## src/rtl/sparse_arb_pkg.sv

```systemverilog
// Shared types, token encodings and token classifiers for the sparse stream arbiter.
package sparse_arb_pkg;

  localparam int DATA_W = 17;

  localparam logic [DATA_W-1:0] DONE_TOKEN = 17'h10100;
  localparam logic [DATA_W-1:0] STOP_MASK  = 17'h10300;
  localparam logic [DATA_W-1:0] STOP_MATCH = 17'h10000;

  typedef enum logic [2:0] {
    IDLE,
    GRANT0,
    GRANT1,
    EMIT_DONE,
    FINISHED
  } arb_state_t;

  function automatic logic is_stop(input logic [DATA_W-1:0] data);
    return data[DATA_W-1] && ((data & STOP_MASK) == STOP_MATCH);
  endfunction

  function automatic logic is_done(input logic [DATA_W-1:0] data);
    return data == DONE_TOKEN;
  endfunction

endpackage

```

## src/rtl/rr_arb2.sv

```systemverilog
// Two-way round-robin grant; the pointer moves to the other requester when the
// current owner yields the port.
module rr_arb2 (
  input  logic       clk,
  input  logic       rst,
  input  logic       clk_en,
  input  logic       flush,
  input  logic [1:0] req,
  input  logic       yield_valid,
  input  logic       yield_id,
  output logic       grant_valid,
  output logic       grant_id
);

  logic rr_ptr;

  always_ff @(posedge clk or posedge rst) begin
    if (rst) begin
      rr_ptr <= 1'b0;
    end else if (clk_en) begin
      if (flush) begin
        rr_ptr <= 1'b0;
      end else if (yield_valid) begin
        rr_ptr <= ~yield_id;
      end
    end
  end

  // The pointer only breaks ties; a lone requester always wins.
  always_comb begin
    grant_valid = |req;
    grant_id    = (req == 2'b11) ? rr_ptr : req[1];
  end

endmodule

```

## src/rtl/sparse_stream_arbiter.sv

```systemverilog
// Fiber-granular arbiter merging two sparse streams onto one ready/valid port.
// Optional performance counters are enabled with SPARSE_ARB_PERF_EN.
module sparse_stream_arbiter
  import sparse_arb_pkg::*;
(
  input  logic              clk,
  input  logic              rst,
  input  logic              clk_en,
  input  logic              flush,
  input  logic              tile_en,
  input  logic [DATA_W-1:0] in_0,
  input  logic              in_0_valid,
  output logic              in_0_ready,
  input  logic [DATA_W-1:0] in_1,
  input  logic              in_1_valid,
  output logic              in_1_ready,
  output logic [DATA_W-1:0] out_data,
  output logic              out_valid,
  input  logic              out_ready,
  output logic              out_src,
  output logic              done
`ifdef SPARSE_ARB_PERF_EN
  ,
  output logic [31:0]       busy_cycles,
  output logic [31:0]       stall_cycles,
  output logic [15:0]       switch_count
`endif
);

  arb_state_t        state, state_next;
  logic [1:0]        retired, retired_next;
  logic [DATA_W-1:0] out_data_q;
  logic              out_valid_q, out_src_q;
  logic              out_free, out_fire;
  logic              sel_id, in_fire;
  logic [DATA_W-1:0] sel_data;
  logic              load_beat, load_done, done_held;
  logic [1:0]        req;
  logic              grant_valid, grant_id, yield_valid;

  assign out_fire   = tile_en & out_valid_q & out_ready;
  assign out_free   = ~out_valid_q | out_ready;
  assign in_0_ready = tile_en & clk_en & (state == GRANT0) & out_free;
  assign in_1_ready = tile_en & clk_en & (state == GRANT1) & out_free;
  assign sel_id     = (state == GRANT1);
  assign sel_data   = sel_id ? in_1 : in_0;
  assign in_fire    = sel_id ? (in_1_valid & in_1_ready) : (in_0_valid & in_0_ready);
  // Done tokens are never forwarded, so a held DONE_TOKEN is the merged one.
  assign done_held  = out_valid_q & is_done(out_data_q);
  assign req        = {in_1_valid & ~retired[1], in_0_valid & ~retired[0]}
                    & {2{tile_en & (state == IDLE)}};

  assign out_data  = out_data_q;
  assign out_valid = out_valid_q & tile_en;
  assign out_src   = out_src_q;
  assign done      = (state == FINISHED);

  rr_arb2 u_rr (
    .clk         (clk),
    .rst         (rst),
    .clk_en      (clk_en),
    .flush       (flush),
    .req         (req),
    .yield_valid (yield_valid),
    .yield_id    (sel_id),
    .grant_valid (grant_valid),
    .grant_id    (grant_id)
  );

  always_comb begin
    state_next   = state;
    retired_next = retired;
    load_beat    = 1'b0;
    load_done    = 1'b0;
    yield_valid  = 1'b0;
    case (state)
      IDLE: begin
        if (retired == 2'b11) begin
          state_next = EMIT_DONE;
        end else if (grant_valid) begin
          state_next = grant_id ? GRANT1 : GRANT0;
        end
      end
      GRANT0, GRANT1: begin
        if (in_fire) begin
          if (is_done(sel_data)) begin
            retired_next[sel_id] = 1'b1;
            state_next           = IDLE;
          end else begin
            load_beat = 1'b1;
            if (is_stop(sel_data)) begin
              yield_valid = 1'b1;
              state_next  = IDLE;
            end
          end
        end
      end
      EMIT_DONE: begin
        if (done_held) begin
          if (out_fire) begin
            state_next = FINISHED;
          end
        end else if (tile_en & out_free) begin
          load_done = 1'b1;
        end
      end
      FINISHED: begin
        state_next = FINISHED;
      end
      default: begin
        state_next = IDLE;
      end
    endcase
  end

  always_ff @(posedge clk or posedge rst) begin
    if (rst) begin
      state   <= IDLE;
      retired <= 2'b00;
    end else if (clk_en) begin
      if (flush) begin
        state   <= IDLE;
        retired <= 2'b00;
      end else begin
        state   <= state_next;
        retired <= retired_next;
      end
    end
  end

  // Single-entry output register; flush drops whatever it holds.
  always_ff @(posedge clk or posedge rst) begin
    if (rst) begin
      out_data_q  <= '0;
      out_valid_q <= 1'b0;
      out_src_q   <= 1'b0;
    end else if (clk_en) begin
      if (flush) begin
        out_valid_q <= 1'b0;
      end else if (load_beat) begin
        out_data_q  <= sel_data;
        out_src_q   <= sel_id;
        out_valid_q <= 1'b1;
      end else if (load_done) begin
        out_data_q  <= DONE_TOKEN;
        out_src_q   <= 1'b0;
        out_valid_q <= 1'b1;
      end else if (out_fire) begin
        out_valid_q <= 1'b0;
      end
    end
  end

`ifdef SPARSE_ARB_PERF_EN
  always_ff @(posedge clk or posedge rst) begin
    if (rst) begin
      busy_cycles  <= '0;
      stall_cycles <= '0;
      switch_count <= '0;
    end else if (clk_en) begin
      if (flush) begin
        busy_cycles  <= '0;
        stall_cycles <= '0;
        switch_count <= '0;
      end else begin
        if (out_fire && (busy_cycles != '1)) begin
          busy_cycles <= busy_cycles + 32'd1;
        end
        if (out_valid && !out_ready && (stall_cycles != '1)) begin
          stall_cycles <= stall_cycles + 32'd1;
        end
        if (yield_valid && (switch_count != '1)) begin
          switch_count <= switch_count + 16'd1;
        end
      end
    end
  end
`endif

endmodule
```

## config.mk

```make
export PLATFORM = sky130hd
export DESIGN_NAME = sparse_stream_arbiter
export DESIGN_NICKNAME = d
export VERILOG_FILES = /design/src/rtl/sparse_arb_pkg.sv /design/src/rtl/rr_arb2.sv /design/src/rtl/sparse_stream_arbiter.sv
export SDC_FILE = /design/constraint.sdc
export NUM_CORES = 1
export LEC_CHECK = 0
export BUFFER_PORTS_ARGS = -buffer_cell sky130_fd_sc_hd__buf_4
export CELL_PAD_IN_SITES_DETAIL_PLACEMENT = 2
export CELL_PAD_IN_SITES_GLOBAL_PLACEMENT = 2
export CORE_MARGIN = 2
export CORE_UTILIZATION = 30
export CTS_CLUSTER_DIAMETER = 40
export CTS_CLUSTER_SIZE = 12
export DETAILED_ROUTE_END_ITERATION = 10
export PLACE_DENSITY = 0.91
export SYNTH_ARGS = -nofsm -noshare
export SYNTH_HDL_FRONTEND = slang
export SYNTH_HIERARCHICAL = 1
export SYNTH_SLANG_ARGS = --single-unit
```

## constraint.sdc

```tcl
create_clock -name clk -period 7.9 [get_ports clk]
set_clock_uncertainty 0.2 [all_clocks]
set_input_delay 0.395 -clock clk [delete_from_list [all_inputs] [get_ports clk]]
set_output_delay 0.395 -clock clk [all_outputs]
set_load 0.05 [all_outputs]
```

; Yosys cells after proc, flatten, opt, wreduce, memory -nomap -nowiden
; Cells that the tools add are included.
[word_totals]
register_bits = 25
in_bits = 42
[classes]
magnitude_cmp = 2
eq_ne = 14
muxes = 39
bitwise = 22
n_reduce_logical = 16
[op_table]
columns = operator, n
row1 = 2-to-1 mux 17 bit, 3
row2 = == test 17 bit (second input constant), 2
row3 = 2-to-1 mux 3 bit, 8
row4 = 2-to-1 mux 1 bit, 21
row5 = AND 1 bit, 14
row6 = case mux 3 bit (4 select lines), 1
row7 = 2-to-1 mux 2 bit, 5
row8 = nonzero test 2 bit, 5
row9 = != test 3 bit (second input constant), 3
row10 = == test 3 x 2 -> 1 bit (second input constant), 2
row11 = == test 3 bit (second input constant), 2
row12 = AND reduction 6 bit, 1
row13 = inverter 1 bit, 5
row14 = == test 2 bit (second input constant), 2
row15 = != test 4 x 3 -> 1 bit (second input constant), 1
row16 = != test 4 bit (second input constant), 1
row17 = AND reduction 2 bit, 2
row18 = AND reduction 4 bit, 1
row19 = nonzero test 4 bit, 1
row20 = OR reduction 2 bit, 2
row21 = == test 3 x 1 -> 1 bit (second input constant), 1
row22 = zero test 3 bit, 1
row23 = AND reduction 3 bit, 1
row24 = AND 2 bit, 1
row25 = 6 further kinds, 7

; Depth between registers and ports, before layout
; Gate-level depths: netlist of the first run.
[logic_depth]
depth_word = 10
mapped_depth = 10
depth_no_buf = 8

; Modules after synthesis
; Netlist of the first run, hierarchy kept.
[modules_own_cells]
columns = module, instances, cells_each, area_each_um2, seq_area_each_um2
row1 = sparse_stream_arbiter, 1, 215, 1734.2, 600.6
row2 = rr_arb2, 1, 8, 71.3, 25.0

; Least setup slack after synthesis of the first run
; No wires, ideal clock.
[synth_path]
path_kind = register to register
start = register state[0]
end = register state[0]
setup_time_ps = 125
arrival_time_ps = 2395
required_ps = 7575
setup_slack_ps = 5180
stages_incl_launch_ff = 10
n_path_buf = 1
synth_period_minus_slack_ps = 2720
path_cell_list = dfrtp_1 buf_4 or4b_2 nor3b_1 or2_2 or3b_1 o211a_1 o21ai_0 a31oi_2 mux2_2
[synth_via]
elab_cells_between_ends = 35
classes_between = eq/ne (12) / mux (10) / bitwise (8) / reduce/logical (5)
[synth_lines]
columns = item, line
row1 = from (decl), sparse_stream_arbiter.sv:30  ; arb_state_t state, state_next;
row2 = from (signal assigned), sparse_stream_arbiter.sv:125  ; state <= state_next;
row3 = zero test 3 bit, sparse_stream_arbiter.sv:51  ; & {2{tile_en & (state == IDLE)}};
row4 = AND 1 bit, sparse_stream_arbiter.sv:51
row5 = AND 2 bit, sparse_stream_arbiter.sv:51
row6 = via req[0], sparse_stream_arbiter.sv:38  ; logic [1:0] req;
row7 = OR reduction 2 bit, rr_arb2.sv:31  ; grant_valid = |req;
row8 = via grant_valid, sparse_stream_arbiter.sv:39  ; logic grant_valid, grant_id, yield_valid;
row9 = != test 4 x 3 -> 1 bit (no source line), n/a
row10 = AND reduction 6 bit (no source line), n/a
; The timed path passes the listed nets, and every way through them passes these cells. The select of a mux whose other input is x is not followed.
; A chain may end at the register's enable or synchronous reset.

; Worst setup path after layout of the first run
[layout_path]
start = register state[1]
end = register u_rr.rr_ptr
[layout_via]
elab_chain_len = 10
elab_cells_between_ends = 23
classes_between = eq/ne (4) / mux (8) / bitwise (7) / reduce/logical (4)
[layout_rtl]
columns = item, line
row1 = == test 3 x 2 -> 1 bit, "sparse_stream_arbiter.sv:44, sparse_stream_arbiter.sv:45, sparse_stream_arbiter.sv:76"
row2 = 2-to-1 mux 17 bit, sparse_stream_arbiter.sv:46  ; assign sel_data = sel_id ? in_1 : in_0;
row3 = == test 3 bit, sparse_arb_pkg.sv:19  ; return data[DATA_W-1] && ((data & STOP_MASK) == STOP_MATCH);
row4 = logical AND 1 bit, sparse_arb_pkg.sv:19
row5 = 2-to-1 mux 1 bit, sparse_stream_arbiter.sv:91  ; if (is_stop(sel_data)) begin
row6 = 2-to-1 mux 1 bit, sparse_stream_arbiter.sv:86  ; if (is_done(sel_data)) begin
row7 = 2-to-1 mux 1 bit, sparse_stream_arbiter.sv:85  ; if (in_fire) begin
row8 = 2-to-1 mux 1 bit (*), sparse_stream_arbiter.sv:76  ; case (state)
row9 = via yield_valid, sparse_stream_arbiter.sv:39
row10 = nonzero test 2 bit (no source line) (*), n/a
row11 = AND reduction 2 bit (no source line) (*), n/a
row12 = to (signal assigned), rr_arb2.sv:24  ; rr_ptr <= ~yield_id;
row13 = to (decl), rr_arb2.sv:15  ; logic rr_ptr;
; Mark *: on every way through the listed nets, which the timed path passes. The rest lies on a longest branch. The select of a mux whose other input is x is not followed.

==> metrics.txt, run 1 <==
CTS tree built; total gr overflow 0; post-synthesis register bit count 25; switching power ~0.00039 W; Clk Latency, worst-skew pair 0.28 ns; drt total wl 6550 um; starting density of the core approximately 31%; Post-synth top flop dfrtp_1; Core Rows 28; worst vdd ir ~0.16 mV; pin count of the biggest net entering global routing 25; sequential share of power 31.8%; Worst Hold Depth 2; ys async rst share 100.0%; Area Growth Syn to Fin 30.91%; vias roughly 1.8k; Tmin final 3.803 ns; most numerous cell in the Yosys netlist nand2_1; final hold viol count 0; worst path arrival time roughly 3.8 ns; Synth area leader dfrtp_1; Slew HR 27.39%; Hold WC Path Type in2reg; routability cong. 0.7967; Max Freq 262.9 MHz; Pins Over Slew Limit 0; DRC viols 0; period utilization 48.14%; Syn Area/Cell 8.096 um^2; worst-path fanout max 23; # diodes 0; mapped cell area 1805 um^2; Worst Reg-to-Reg Cells 8; sequential fraction of the synthesis area 34.65%; fin util 40.40%; Yosys cell types between 40 and 50; Synthesis Warnings 6; Clock Pin Slew Worst Setup and Hold Paths around 0.10 ns; Logic pwr share 57.0%; initial antenna violation count 0; Post-DP HPWL 4956 um; Synth area leaders dfrtp_1, nand2_1, mux2i_1; total internal power roughly 0.00035 W; Inserted Clock Buffers 3; Die ar. 6654 um^2; Slew @ Worst Pin 1.084 ns; I/O Buffers 63; CTS Sinks 25; top-area cell type share of the netlist area 34.65%; Data required, critical path approximately 7.9 ns; Pleak 1.238 nW; First-pass DRT Iterations 4; Sw Share 52.80%; Chip Width 81.58 um; clock tree buffer depth 2; RSZ-0062 raised after global routing no; status complete, no violations; Post-synth top cells nand2_1, dfrtp_1, inv_1; Die Height ~82 um; crit path kind reg2reg; setup total negative slack 0 ns; clock root buffer clkbuf_8; wire per inst between 15 and 20 um; CP Capture Type flop; Total GRT Usage 20.54%; syn_nets 265; htree depth 1; Placeable Area ~5900 um^2; vias in the first global route between 1.5k and 2k; # IOs 64; Resized Gates After CTS 0; PD cells 313.6 nW/um^2; fraction of layout cells with a size suffix above 1 30.60%; Gate Count Post-Synth between 200 and 250; CP Launch Type flop; EDFF count, synth 0; worst hold slack approximately 0.15 ns; Routed Antenna Nets 0; Layout Nets 324; via density per instance just over 5; number of fill cells 676; first-pass GRT wire length approximately 10000 um; initial detailed-routing violation count 96; final setup vio count 0; Clk pwr share 11.2%; Max Cap Viol 0
==> final timing paths <==
check / start / to / slack (ns)
max reg2reg: state[1] / u_rr/rr_ptr / 4.10
min reg2reg: out_src / out_src / 0.34
min in group asynchronous: rst / u_rr/rr_ptr / 0.32
max in group asynchronous: rst / out_data[12] / 6.24
max: state[1] / u_rr/rr_ptr / 4.10
min: clk_en / retired[0] / 0.15
==> metal layers <==
layer	wire length [um]	vias up	track usage, %
met5	0	-	0
met3	217	7	1.319
met1	2988	882	28.05
li1	-	860	-
met2	3278	50	35.74
met4	66	0	4.500
==> logic make-up after synthesis <==
logic type	Yosys count	share of synthesized area (%)
flops	25	34.65
mux	20	11.36
xor+xnor	1	0.4852
simple gates	126	36.38
buf+inv	32	8.593
compound gates	19	8.525
==> layout by cell type (no fill, tap or decap), types with 4 or more instances in the layout <==
master and instances:
inv_1 20, nand2_1 71, nor4_1 7, buf_4 64, mux2i_1 16, nor2_1 7
mux2_2 4, nor3b_1 4, a21oi_1 4, o21ai_0 4, dfrtp_1 25, nor3_1 7
==> worst max-delay path: stages, from the launching register on <==
cell	delay [ns]
dfrtp_1	0.55
or3b_1	0.72
clkinv_2	0.45
nand4_2	0.21
nor3_4	0.08
nor3b_2	0.87
nor2b_1	0.26
o21ai_0	0.12
a21o_1	0.22
==> metrics by stage <==
step	power [W]	instance area, um^2	worst slack, ns	std cells
CTS	0.0007448	2364	4.112	356
floorplan	0.0005113	1805	5.180	223
global route	0.0007819	2364	3.706	356
detailed placement	0.0006551	2305	4.208	351
global placement	0.0006376	2305	4.419	351
finish	0.0007411	2364	4.097	356
==> sequential cells by signal, summed over array words and instances (netlist names) <==
register     cells
out_data        17
state            3
retired          2
out_src          1
out_valid_q      1
u_rr/rr_ptr      1
==> power by group through the flow <==
| stage | Combinational [W] | Sequential (W) | Clock (W) |
|---|---|---|---|
| after CTS | 0.000425 | 0.000236 | 0.0000834 |
| after global routing | 0.000450 | 0.000245 | 0.0000874 |
| after detailed placement | 0.000419 | 0.000236 | 0 |
| final | 0.000422 | 0.000236 | 0.0000831 |
| after global placement | 0.000407 | 0.000231 | 0 |
| after floorplan | 0.000136 | 0.000376 | 0 |
==> what timing repair did <==
| item | in CTS | in global routing |
|---|---|---|
| buffers inserted | 0 | 0 |
| hold buffers | 1 | 0 |
| endpoints found under the hold margin | 1 | 0 |
==> cell type report <==
cell class | count | area [um^2] | share of cell area (%)
well taps | 75 | 93.84 | 3.970
flip-flops and latches | 25 | 625.6 | 26.47
inverters | 21 | 80.08 | 3.388
clock inverters | 1 | 7.507 | 0.3176
multi-input cells | 166 | 1025 | 43.36
clock buffers | 3 | 41.29 | 1.747
repair buffers | 65 | 490.5 | 20.75
Power figures use the tool's default switching activity.
==> run 2: changes to the inputs <==
--- a/config.mk
+++ b/config.mk
@@ -9,11 +9,11 @@
 export CELL_PAD_IN_SITES_DETAIL_PLACEMENT = 2
 export CELL_PAD_IN_SITES_GLOBAL_PLACEMENT = 2
 export CORE_MARGIN = 2
-export CORE_UTILIZATION = 30
+export CORE_UTILIZATION = 25
 export CTS_CLUSTER_DIAMETER = 40
 export CTS_CLUSTER_SIZE = 12
 export DETAILED_ROUTE_END_ITERATION = 10
-export PLACE_DENSITY = 0.91
+export PLACE_DENSITY = 0.82
 export SYNTH_ARGS = -nofsm -noshare
 export SYNTH_HDL_FRONTEND = slang
 export SYNTH_HIERARCHICAL = 1
==> constraint.sdc (replaced) <==
create_clock -name clk -period 3.4 [get_ports clk]
set_clock_uncertainty 0.2 [all_clocks]
set_input_delay 0.17 -clock clk [delete_from_list [all_inputs] [get_ports clk]]
set_output_delay 0.17 -clock clk [all_outputs]
set_load 0.05 [all_outputs]
==> metrics.txt, run 2 (same netlist as run 1, synthesis figures left out) <==
worst-path fanout max 13; Slew @ Worst Pin 0.9845 ns; final hold viol count 0; fin util about 35%; routability cong. 0.7935; Sw Share slightly above 50%; Max Freq 339.5 MHz; starting density of the core 26.14%; Pins Over Slew Limit 0; Hold WC Path Type in2reg; number of fill cells 839; clock root buffer clkbuf_8; final setup vio count 0; clock tree buffer depth 2; Post-DP HPWL 5234 um; # IOs 64; period utilization roughly 87%; commonest non-fill, non-tap cell in the layout nand2_1; Non-Filler Instances 384; I/O Buffers 63; initial detailed-routing violation count 68; dpl cells 376; Total GRT Usage ~17%; crit path kind reg2reg; Routed Antenna Nets 0; via density per instance 4.745; wire per inst roughly 16 um; Clk Latency, worst-skew pair 0.27 ns; First-pass DRT Iterations 4; Die Height between 80 and 90 um; RSZ-0062 raised after global routing no; Resized Gates After CTS 0; Clk pwr share between 10% and 20%; most frequent cells in the layout nand2_1, buf_4, dfrtp_1; initial antenna violation count 0; CP Launch Type flop; htree depth 1; status complete, no violations; Data required, critical path 3.36 ns; sequential share of power 31.6%; Inserted Clock Buffers 3; Top Family by Delay on Critical Path simple AND/OR/NAND/NOR gates; Slew HR 34.29%; pin count of the biggest net entering global routing 25; Largest register FFs 17; DRC viols 0; worst vdd ir 0.1885 mV; drt total wl 6322 um; Layout Nets around 330; CP bufs+invs 0; vias in the first global route ~2k; Placeable Area 6907 um^2; first-pass GRT wire length between 10000 and 15000 um; CP max-delay cell or4b_2; # diodes 0; vias between 1.5k and 2k; worst hold slack ~0.052 ns; Pleak 1.273 nW; hold path start in_1[0]; total internal power 0.0008211 W; worst path arrival time 2.91 ns; FF-to-FF Start state[0]; CTS Sinks 25; critical path startpoint state[0]; Chip Width 88.98 um; Tmin final 2.945 ns; critical path cell sequence or4b_2 -> nor3b_1 -> or2_2 -> or3b_1 -> o211a_1 -> o21ai_0 -> a31oi_2 -> mux2_2; Max stage delay on crit path 0.73 ns; switching power between 0.0008 and 0.0009 W; PD cells 691.9 nW/um^2; Max Cap Viol 0; CP Capture Type flop; fraction of layout cells with a size suffix above 1 31.25%; Logic pwr share 57.5%; Core Rows 30; Die ar. around 7900 um^2; setup total negative slack 0 ns; total gr overflow 0; CTS tree built; Clock Pin Slew Worst Setup and Hold Paths about 0.1 ns; Area Growth Syn to Fin 35.69%
==> run 2: cell types whose count changed in the layout (fill, tap and decap cells not counted) <==
| cell | delta |
|---|---|
| buf_4 | +4 |
| dlygate4sd3_1 | +3 |
==> run 2: stage by stage <==
stage	power [W]	setup WS (ns)	area (um^2)
after detailed placement	0.001522	0.4499	2361
after global routing	0.001801	0.1948	2450
after global placement	0.001487	0.5709	2361
after CTS	0.001714	0.4359	2450
after floorplan	0.001188	0.6799	1805
final	0.001695	0.4545	2450
==> run 2: final cells by class <==
type                    instances  area [um^2]  share of cell area [%]
multi-input cells             166         1025                   41.83
flip-flops and latches         25        625.6                   25.54
repair buffers                 72        550.5                   22.47
well taps                      96        120.1                   4.903
inverters                      21        80.08                   3.269
clock buffers                   3        41.29                   1.685
clock inverters                 1        7.507                  0.3064
==> run 2: what timing repair did <==
action	in CTS	in global routing
hold buffers	4	0
setup buffers	0	0
endpoints found under the hold margin	27	0
==> run 2: final timing paths <==
kind,endpoint,slack (ns),depth (start not counted)
worst max-delay path,state[1],0.45,8
worst min register to register,u_rr/rr_ptr,0.30,1
worst min-delay path,out_data[0],0.05,5
max in group asynchronous,out_data[13],1.88,3
worst max register to register,state[1],0.45,8
min in group asynchronous,u_rr/rr_ptr,0.12,3
==> run 2: power by group through the flow <==
stage	Combinational, W	Clock [W]	Sequential (W)
final	0.000974	0.000185	0.000536
after global routing	0.00104	0.000201	0.000556
after CTS	0.000985	0.000191	0.000539
after detailed placement	0.000979	0	0.000544
after global placement	0.000953	0	0.000535
after floorplan	0.000316	0	0.000873
==> run 2: layer usage <==
layer / GRT usage, % / up-vias / routed length [um]
li1: - / 877 / -
met1: 24.02 / 892 / 2951
met2: 28.36 / 45 / 3070
met3: 0.7387 / 8 / 198
met4: 4.613 / 0 / 102
met5: 0 / - / 0
==> run 2: tightest hold or removal path, delay by kind of cell <==
kind / cells / cell delay [ns]
AND/OR/NAND/NOR: 3 / 0.15
buffers and inverters: 1 / 0.12
multiplexers: 1 / 0.06
